==> config.mk <==
export PLATFORM = sky130hd
export DESIGN_NAME = stream_mux_rr
export DESIGN_NICKNAME = d
export VERILOG_FILES = /design/src/rtl/stream_mux_pkg.sv /design/src/rtl/stream_mux_rr_arbiter.sv /design/src/rtl/stream_mux_rr.sv
export SDC_FILE = /design/constraint.sdc
export NUM_CORES = 1
export LEC_CHECK = 0
export CAP_MARGIN = 10
export CELL_PAD_IN_SITES_DETAIL_PLACEMENT = 0
export CELL_PAD_IN_SITES_GLOBAL_PLACEMENT = 1
export CORE_MARGIN = 5
export CORE_UTILIZATION = 29
export CTS_CLUSTER_DIAMETER = 200
export CTS_CLUSTER_SIZE = 12
export DETAILED_ROUTE_END_ITERATION = 10
export MAX_ROUTING_LAYER = met4
export PLACE_DENSITY_LB_ADDON = 0.25
export SYNTH_ARGS = -nofsm -noshare
export SYNTH_HDL_FRONTEND = slang
export SYNTH_HIERARCHICAL = 1
export SYNTH_SLANG_ARGS = --single-unit
==> constraint.sdc <==
create_clock -name clk -period 2.9 [get_ports clk]
set_input_delay 0.58 -clock clk [delete_from_list [all_inputs] [get_ports clk]]
set_output_delay 0.58 -clock clk [all_outputs]
set_load 0.01 [all_outputs]
==> src/rtl/stream_mux_pkg.sv <==
// Shared definitions for the stream_mux_rr family: mode encoding and
// round-robin pointer arithmetic.
package stream_mux_pkg;

  localparam logic MODE_SEL = 1'b0;
  localparam logic MODE_RR  = 1'b1;

  // Wrap-around increment of a channel index within 0..n-1.
  function automatic int next_ptr(input int g, input int n);
    if (g >= n - 32'sd1) begin
      return 32'sd0;
    end else begin
      return g + 32'sd1;
    end
  endfunction

endpackage

==> src/rtl/stream_mux_rr_arbiter.sv <==
// Round-robin arbiter: rotating-priority grant starting at an internal
// pointer; on adv the pointer moves just past the channel that transferred.
module rr_arbiter
  import stream_mux_pkg::*;
#(
  parameter int N_CH  = 4,
  parameter int SEL_W = $clog2(N_CH)
) (
  input  logic              clk,
  input  logic              rst,
  input  logic [N_CH-1:0]   req,
  input  logic [SEL_W-1:0]  ptr,
  input  logic              adv,
  output logic [N_CH-1:0]   gnt,
  output logic [SEL_W-1:0]  gnt_idx
);

  logic [SEL_W-1:0] rr_ptr_r;
  logic             found_s;
  int               cand_s;

  // first requester at or after rr_ptr_r, wrapping past N_CH-1 to 0
  always_comb begin
    gnt     = '0;
    gnt_idx = '0;
    found_s = 1'b0;
    cand_s  = 32'sd0;
    for (int k = 0; k < N_CH; k++) begin
      cand_s = int'(rr_ptr_r) + k;
      if (cand_s >= N_CH) begin
        cand_s = cand_s - N_CH;
      end else begin
        cand_s = cand_s;
      end
      if (!found_s && req[cand_s]) begin
        found_s        = 1'b1;
        gnt[cand_s]    = 1'b1;
        gnt_idx        = SEL_W'(cand_s);
      end else begin
        found_s = found_s;
      end
    end
  end

  // pointer register; ptr names the channel that just transferred
  always_ff @(posedge clk or posedge rst) begin
    if (rst) begin
      rr_ptr_r <= '0;
    end else if (adv) begin
      rr_ptr_r <= SEL_W'(next_ptr(int'(ptr), N_CH));
    end
  end

endmodule

==> src/rtl/stream_mux_rr.sv <==
// N_CH-to-1 valid/ready stream mux with external-select or round-robin
// arbitration feeding a single-entry registered output stage.
module stream_mux_rr
  import stream_mux_pkg::*;
#(
  parameter int WIDTH = 8,
  parameter int N_CH  = 4,
  parameter int SEL_W = $clog2(N_CH)
) (
  input  logic                   clk,
  input  logic                   rst,
  input  logic [N_CH*WIDTH-1:0]  in_data,
  input  logic [N_CH-1:0]        in_valid,
  output logic [N_CH-1:0]        in_ready,
  input  logic                   mode,
  input  logic [SEL_W-1:0]       sel,
  output logic [WIDTH-1:0]       out_data,
  output logic [SEL_W-1:0]       out_ch,
  output logic                   out_valid,
  input  logic                   out_ready
);

  logic [N_CH-1:0]  rr_gnt_s;
  logic [SEL_W-1:0] rr_idx_s;
  logic [N_CH-1:0]  sel_gnt_s;
  logic [N_CH-1:0]  grant_s;
  logic [SEL_W-1:0] grant_idx_s;
  logic             ld_en_s;
  logic             xfer_s;
  logic             adv_s;
  logic [WIDTH-1:0] out_data_r;
  logic [SEL_W-1:0] out_ch_r;
  logic             out_valid_r;

  rr_arbiter #(
    .N_CH  (N_CH),
    .SEL_W (SEL_W)
  ) u_arb (
    .clk     (clk),
    .rst     (rst),
    .req     (in_valid),
    .ptr     (rr_idx_s),
    .adv     (adv_s),
    .gnt     (rr_gnt_s),
    .gnt_idx (rr_idx_s)
  );

  // external select; indices beyond N_CH (non power-of-2 N_CH) never grant
  always_comb begin
    sel_gnt_s = '0;
    if (int'(sel) < N_CH) begin
      sel_gnt_s[sel] = in_valid[sel];
    end else begin
      sel_gnt_s = '0;
    end
  end

  // mode mux, load enable and handshake
  always_comb begin
    grant_s     = '0;
    grant_idx_s = '0;
    in_ready    = '0;
    if (mode == MODE_RR) begin
      grant_s     = rr_gnt_s;
      grant_idx_s = rr_idx_s;
    end else begin
      grant_s     = sel_gnt_s;
      grant_idx_s = sel;
    end
    ld_en_s = ~out_valid_r | out_ready;
    if (rst) begin
      in_ready = '0;
    end else begin
      in_ready = grant_s & {N_CH{ld_en_s}};
    end
    xfer_s = |in_ready;
    adv_s  = xfer_s & (mode == MODE_RR);
  end

  // output register: load on transfer, clear valid on drain, else hold
  always_ff @(posedge clk or posedge rst) begin
    if (rst) begin
      out_data_r  <= '0;
      out_ch_r    <= '0;
      out_valid_r <= 1'b0;
    end else if (xfer_s) begin
      out_data_r  <= in_data[int'(grant_idx_s)*WIDTH +: WIDTH];
      out_ch_r    <= grant_idx_s;
      out_valid_r <= 1'b1;
    end else if (out_valid_r && out_ready) begin
      out_valid_r <= 1'b0;
    end
  end

  assign out_data  = out_data_r;
  assign out_ch    = out_ch_r;
  assign out_valid = out_valid_r;

endmodule

; Yosys cells after proc, flatten, opt, wreduce, memory -nomap -nowiden
; Cells that the tools add are included.
[word_totals]
register_bits = 13
latch_bits = 0
ramBits = 0
romBits = 0
input_bits = 42
memories = 0
[op_classes]
add_sub_neg = 8
multipliers = 0
div_mod_pow = 0
magnitude_cmp = 15
n_eq_ne = 0
n_shift = 1
n_mux = 45
bitwise_logic = 8
reduce_logical = 14
[op_table]
columns = op, n
row1 = $ge A32 B1 Y1 const B, 4
row2 = $lt A32 B4 Y1 const B, 4
row3 = $mux W32, 4
row4 = $ge A32 B4 Y1 const B, 3
row5 = $sub A32 B4 Y32 const B, 3
row6 = $shiftx A32 B6 Y8, 1
row7 = $mux W4, 6
row8 = $mux W1, 19
row9 = $mux W2, 6
row10 = $or A4 B4 Y4, 3
row11 = $bmux W1 S2, 5
row12 = $demux W1 S2, 5
row13 = $logic_and A1 B1 Y1, 9
row14 = $and A4 B4 Y4, 2
row15 = $add A2 B2 Y3 const B, 2
row16 = $reduce_or A4 Y1, 1
row17 = $sub A2 B3 Y4 const B, 1
row18 = $add A2 B1 Y3 const B, 1
row19 = $ge A2 B3 Y1 const B, 1
row20 = $logic_not A1 Y1, 3
row21 = $lt A2 B3 Y1 const B, 1
row22 = $add A2 B1 Y2 const B, 1
row23 = $ge A2 B1 Y1 const B, 1
row24 = $ge A2 B2 Y1 const B, 1
row25 = 4 further kinds, 4

; Logic depth before layout (Yosys ltp)
[logic_depth]
depth_word = 20
ltp_mapped = 14
depth_no_buf = 12

; By module
; The synthesis kept the hierarchy.
[modules_own_cells]
columns = mod, n_inst, cells_per_inst, area_per_inst_um2
row1 = stream_mux_rr, 1, 56, 775.7
row2 = rr_arbiter, 1, 60, 556.8

; Least setup slack after synthesis
; OpenSTA, ideal clock, no wires.
[synth_timing]
path_type = reg2reg
from = reg u_arb.rr_ptr_r[0]
to = reg out_data_r[0], in the netlist out_data[0]
setup_time_ps = 125
arrival_ps = 2890
required_ps = 2775
setup_slack_ps = -115
stages_incl_launch_ff = 10
path_buffers = 1
cell_sequence = dfrtp_1 -> buf_6 -> inv_1 -> ha_1 -> mux4_2 -> nor2_1 -> o31ai_1 -> mux2i_4 -> mux4_2 -> mux2_4
[synth_between]
elab_cells_between_ends = 73
[synth_lines]
columns = element, line_no
row1 = "start, declared", stream_mux_rr_arbiter.sv:18  ; logic [SEL_W-1:0] rr_ptr_r;
row2 = "start signal, assigned", stream_mux_rr_arbiter.sv:50  ; rr_ptr_r <= SEL_W'(next_ptr(int'(ptr), N_CH));
row3 = "parallel branches: the longest is 14 deep, another holds $sub A32 B4 Y32", -
row4 = $mux W2 (*), stream_mux_rr_arbiter.sv:35  ; if (!found_s && req[cand_s]) begin
row5 = net rr_idx_s[0], stream_mux_rr.sv:24  ; logic [SEL_W-1:0] rr_idx_s;
row6 = $mux W2 (*), stream_mux_rr.sv:63  ; if (mode == MODE_RR) begin
row7 = $shiftx A32 B6 Y8 (*), stream_mux_rr.sv:87  ; out_data_r <= in_data[int'(grant_idx_s)*WIDTH +: WIDTH];
row8 = "end signal, assigned", stream_mux_rr.sv:87
row9 = "end, declared", stream_mux_rr.sv:31  ; logic [WIDTH-1:0] out_data_r;
; Mark *: on every way through the listed nets, which the timed path passes. The select of a mux whose other input is x is not followed.
; A chain may end at the register's enable or synchronous reset.

; Worst setup path after layout
[layout_timing]
from = in in_valid[0]
to = out in_ready[1]
[layout_between]
elab_chain_len = 16
elab_cells_between_ends = 34
[layout_lines]
columns = element, line_no
row1 = "start, declared", stream_mux_rr.sv:13  ; input logic [N_CH-1:0] in_valid,
row2 = $bmux W1 S2, stream_mux_rr_arbiter.sv:35
row3 = $mux W1 (implied by the code) (2 in series), stream_mux_rr_arbiter.sv:35
row4 = $mux W1, stream_mux_rr_arbiter.sv:35
row5 = $logic_not A1 Y1, stream_mux_rr_arbiter.sv:35
row6 = $logic_and A1 B1 Y1, stream_mux_rr_arbiter.sv:35
row7 = $mux W1, stream_mux_rr_arbiter.sv:35
row8 = $logic_not A1 Y1, stream_mux_rr_arbiter.sv:35
row9 = $logic_and A1 B1 Y1, stream_mux_rr_arbiter.sv:35
row10 = $mux W1, stream_mux_rr_arbiter.sv:35
row11 = $logic_not A1 Y1, stream_mux_rr_arbiter.sv:35
row12 = $logic_and A1 B1 Y1, stream_mux_rr_arbiter.sv:35
row13 = $mux W4 (*), stream_mux_rr_arbiter.sv:35
row14 = net rr_gnt_s[1], stream_mux_rr.sv:23  ; logic [N_CH-1:0] rr_gnt_s;
row15 = $mux W4 (*), stream_mux_rr.sv:63
row16 = $and A4 B4 Y4 (*), stream_mux_rr.sv:74  ; in_ready = grant_s & {N_CH{ld_en_s}};
row17 = $mux W4 (*), stream_mux_rr.sv:71  ; if (rst) begin
row18 = "end, declared", stream_mux_rr.sv:14  ; output logic [N_CH-1:0] in_ready,
; The timed path passes the listed nets; every way through them passes the cells marked *. The select of a mux whose other input is x is not followed.

==> flow_summary_export.csv <==
group,metric,value,unit
clocking,cts_tree,"done",
placed_design,routabilityCongestion,0.827,
setup_path,crit_path_max_fanout,4,
synth,synth_top_cell_area_share,24.4,%
synth,ys_ff_latch,13,
setup_path,cp.arrival,2330,ps
detailed_routing,wire_per_inst,17.0,um
finish,syn2layout_area_growth,77.1,%
floorplan,dieArea,6050,um^2
global_route,grt_pass1_vias,1498,
global_route,track_usage,14.9,%
timing,setup_ws,-13.7,ps
synth,synth_edf_count,0,
flow_run,cap_violations,0,
synth,synth_common_cells,"13 x dfrtp_1, 12 x mux4_2, 10 x nor2_1",
detailed_routing,drc,0,
synth,synth-async-reset-ratio,100,%
finish,n_fill_cell,365,
setup_path,path_buf_inv,4,
synth,synthCells,116,
synth,synth_area_leader_cell,"dfrtp_1",
floorplan,rows,24,
setup_path,crit_slowest_cell,"mux4_2",
placed_design,preCtsSetupSlack,-666,ps
detailed_routing,vias_per_cell,5.29,
setup_path,cp_common_cell,"buf_6",
finish,utilization,53.5,%
setup_path,cpLargestDelayFamily,"buffers and inverters",
detailed_routing,routed_wl,4.38,mm
finish,seq_area,325,um^2
placed_design,hpwlAfterDp,3.34,mm
synth,synth_nets,167,
timing,max_freq,343,MHz
timing,min_period,2910,ps
timing,hold_ws,505,ps
detailed_routing,final_antenna_net_count,0,
synth,post_synth_num_cell_types,35,
finish,fin_nets,257,
power,ir_worst_vdd,0.453,mV
power,power_density,1090,nW/um^2
status,violations,"negative setup slack",
timing,hold_viol_final,0,
clocking,cts-hold-fix-buffers,0,
synth,syn-cell-area,1330,um^2
detailed_routing,drtIter0Drc,54,
detailed_routing,dr.pass1.iters,4,
timing,fin_worst_skew,4.98,ps
placed_design,numPortBuffers,56,
finish,multi_input_area,1070,um^2
timing,grt_setup_unrepaired,"yes",
floorplan,io-pin-count,57,
clocking,cts_sinks,13,
timing,setup_viol,2,
global_route,antenna_found_initial,0,
status,status,"finished, violations left",
clocking,clk_pin_slew,60,ps
synth,seq_area_frac_synth,24.4,%
clocking,clock_latency,240,ps
clocking,cts_made_buffers,3,
synth,synth.most_common_cell,"dfrtp_1",
timing,maxSlewHeadroom,71.4,%
synth,synth_area_leaders,"dfrtp_1 24%, mux4_2 20%, ha_1 8.5%",
setup_path,crit_required,2320,ps
global_route,grt.overflow.total,0,
floorplan,die_height,77.8,um
synth,postSynthAreaPerCell,11.5,um^2
setup_path,crit_chain,"clkdlybuf4s15_2 -> mux4_2 -> nand2b_4 -> nor3_4 -> buf_6 -> buf_6 -> o2bb2ai_4 -> a32oi_2 -> nor2_1 -> buf_2",
floorplan,core,4410,um^2
worst_hold_path,hold_class,"register to register",
synth,yosys_warnings,6,
setup_path,start_kind,"input port",
clocking,clk_path_buf_depth,2,
setup_path,worstSetupPathType,"input port to output pin",
finish,diodes,0,
power,p_leak,1.01,nW
timing,slew_viol_final,0,
setup_path,end_kind,"output pin",
clocking,clock-root-buffer,"clkbuf_8",
synth,synth-main-ff-cell,"dfrtp_1",
clocking,h-tree-depth,1,
floorplan,die_w,77.8,um
global_route,grt_max_degree,13,
floorplan,initial_core_util,30.2,%
setup_path,cp_slowest_stage_delay,500,ps
timing,fin_crit_sh,100,%
finish,drive_gt1_share,42.4,%
global_route,grt_pass1_wl,7.12,mm
timing,worstMarginPinSlew,428,ps
detailed_routing,vias,1359,
==> worst reg2reg max path, stage by stage (launching register included) <==
cell,delay (ps)
dfrtp_1,370
inv_2,60
ha_4,270
buf_4,140
mux4_2,330
nand2b_4,110
nor3_4,50
buf_6,130
buf_6,110
buf_4,130
o2bb2ai_2,140
a21oi_2,210
buf_4,170
mux4_2,290
mux2_4,270
==> registers in the layout (all words and copies together) (netlist names) <==
name and cells:
out_valid 1, out_data 8, u_arb/rr_ptr_r 2, out_ch 2
==> final timing paths <==
path / startpoint / endpoint / slack [ps] / cells after the start
max: in_valid[0] / in_ready[1] / -10 / 10
max reg2reg: u_arb/rr_ptr_r[0]$_DFFE_PP0P_ / out_data[7]$_DFFE_PP0P_ / 20 / 14
min reg2reg: out_data[5]$_DFFE_PP0P_ / out_data[5]$_DFFE_PP0P_ / 500 / 1
max in group asynchronous: rst / out_ch[0]$_DFFE_PP0P_ / 1890 / 2
min in group asynchronous: rst / u_arb/rr_ptr_r[1]$_DFFE_PP0P_ / 570 / 2
min: out_data[5]$_DFFE_PP0P_ / out_data[5]$_DFFE_PP0P_ / 500 / 1
==> per-stage QoR <==
| stage | std cells | setup TNS [ps] | instance area (um^2) | total power [mW] |
|---|---|---|---|---|
| 6_report | 257 | -19.2 | 2360 | 2.58 |
| 5_1_grt | 257 | -706 | 2360 | 2.76 |
| 4_1_cts | 253 | -48.0 | 2270 | 2.41 |
| 3_5_place_dp | 241 | -7560 | 2110 | 2.01 |
| 3_3_place_gp | 241 | -6740 | 2110 | 2.00 |
| 2_1_floorplan | 116 | -290 | 1350 | 1.36 |
==> report_power, final <==
| group | leakage (nW) | switching, mW | total, mW | internal, mW |
|---|---|---|---|---|
| sequential | 0.154 | 0.0584 | 0.337 | 0.278 |
| combinational | 0.828 | 0.937 | 2.09 | 1.15 |
| clock | 0.0255 | 0.0653 | 0.160 | 0.0948 |
| total | 1.01 | 1.06 | 2.58 | 1.52 |
==> cell usage in the layout, fill, tap and decap left out, drive strengths merged <==
cell type	count
o2bb2ai	5
a221oi	5
inv	9
nor2	10
dfrtp	13
and2	1
clkbuf	3
nand2	8
mux4	12
nor2b	5
a21oi	2
nor3	2
clkdlybuf4s15	1
mux2i	4
and2b	1
o211ai	2
a32oi	4
a31oi	1
clkdlybuf4s50	48
ha	9
a211oi	1
o31ai	1
o21a	1
buf	40
a21o	2
nand2b	1
o21ai	3
mux2	10
clkinv	1
==> layout make-up <==
| class | count | share of cell area, % |
|---|---|---|
| tap | 52 | 2.76 |
| inverter | 9 | 1.43 |
| timing repair buffer | 89 | 34.6 |
| sequential | 13 | 13.8 |
| clock buffer | 3 | 1.75 |
| clock inverter | 1 | 0.212 |
| multi-input combinational | 90 | 45.4 |
==> logic make-up (layout without fill, tap and decap cells) <==
group	Yosys count	after routing	synth area share, %
muxes	26	26	34.4
adders and majority gates	9	9	8.45
and+or+nand+nor	28	28	11.8
AOI/OAI and AO/OA	27	27	15.8
buffers and inverters	13	102	5.16
DFF	13	13	24.4
==> per-layer routing <==
layer	track usage (%)	wire length [um]	up-vias	share of wire (%)
li1	-	-	626	-
met1	17.8	1730	671	40
met2	24.4	2270	56	52
met3	5.09	320	6	7.3
met4	2.58	52	0	1.2
met5	-	0	-	0
==> what timing repair did <==
| item | in CTS | in global routing |
|---|---|---|
| endpoints found under the setup margin | 16 | 16 |
| pin swaps | 8 | 8 |
| gates cloned | 0 | 0 |
| resized for setup | 48 | 8 |
| setup buffers | 8 | 4 |
Power figures use the tool's default switching activity.
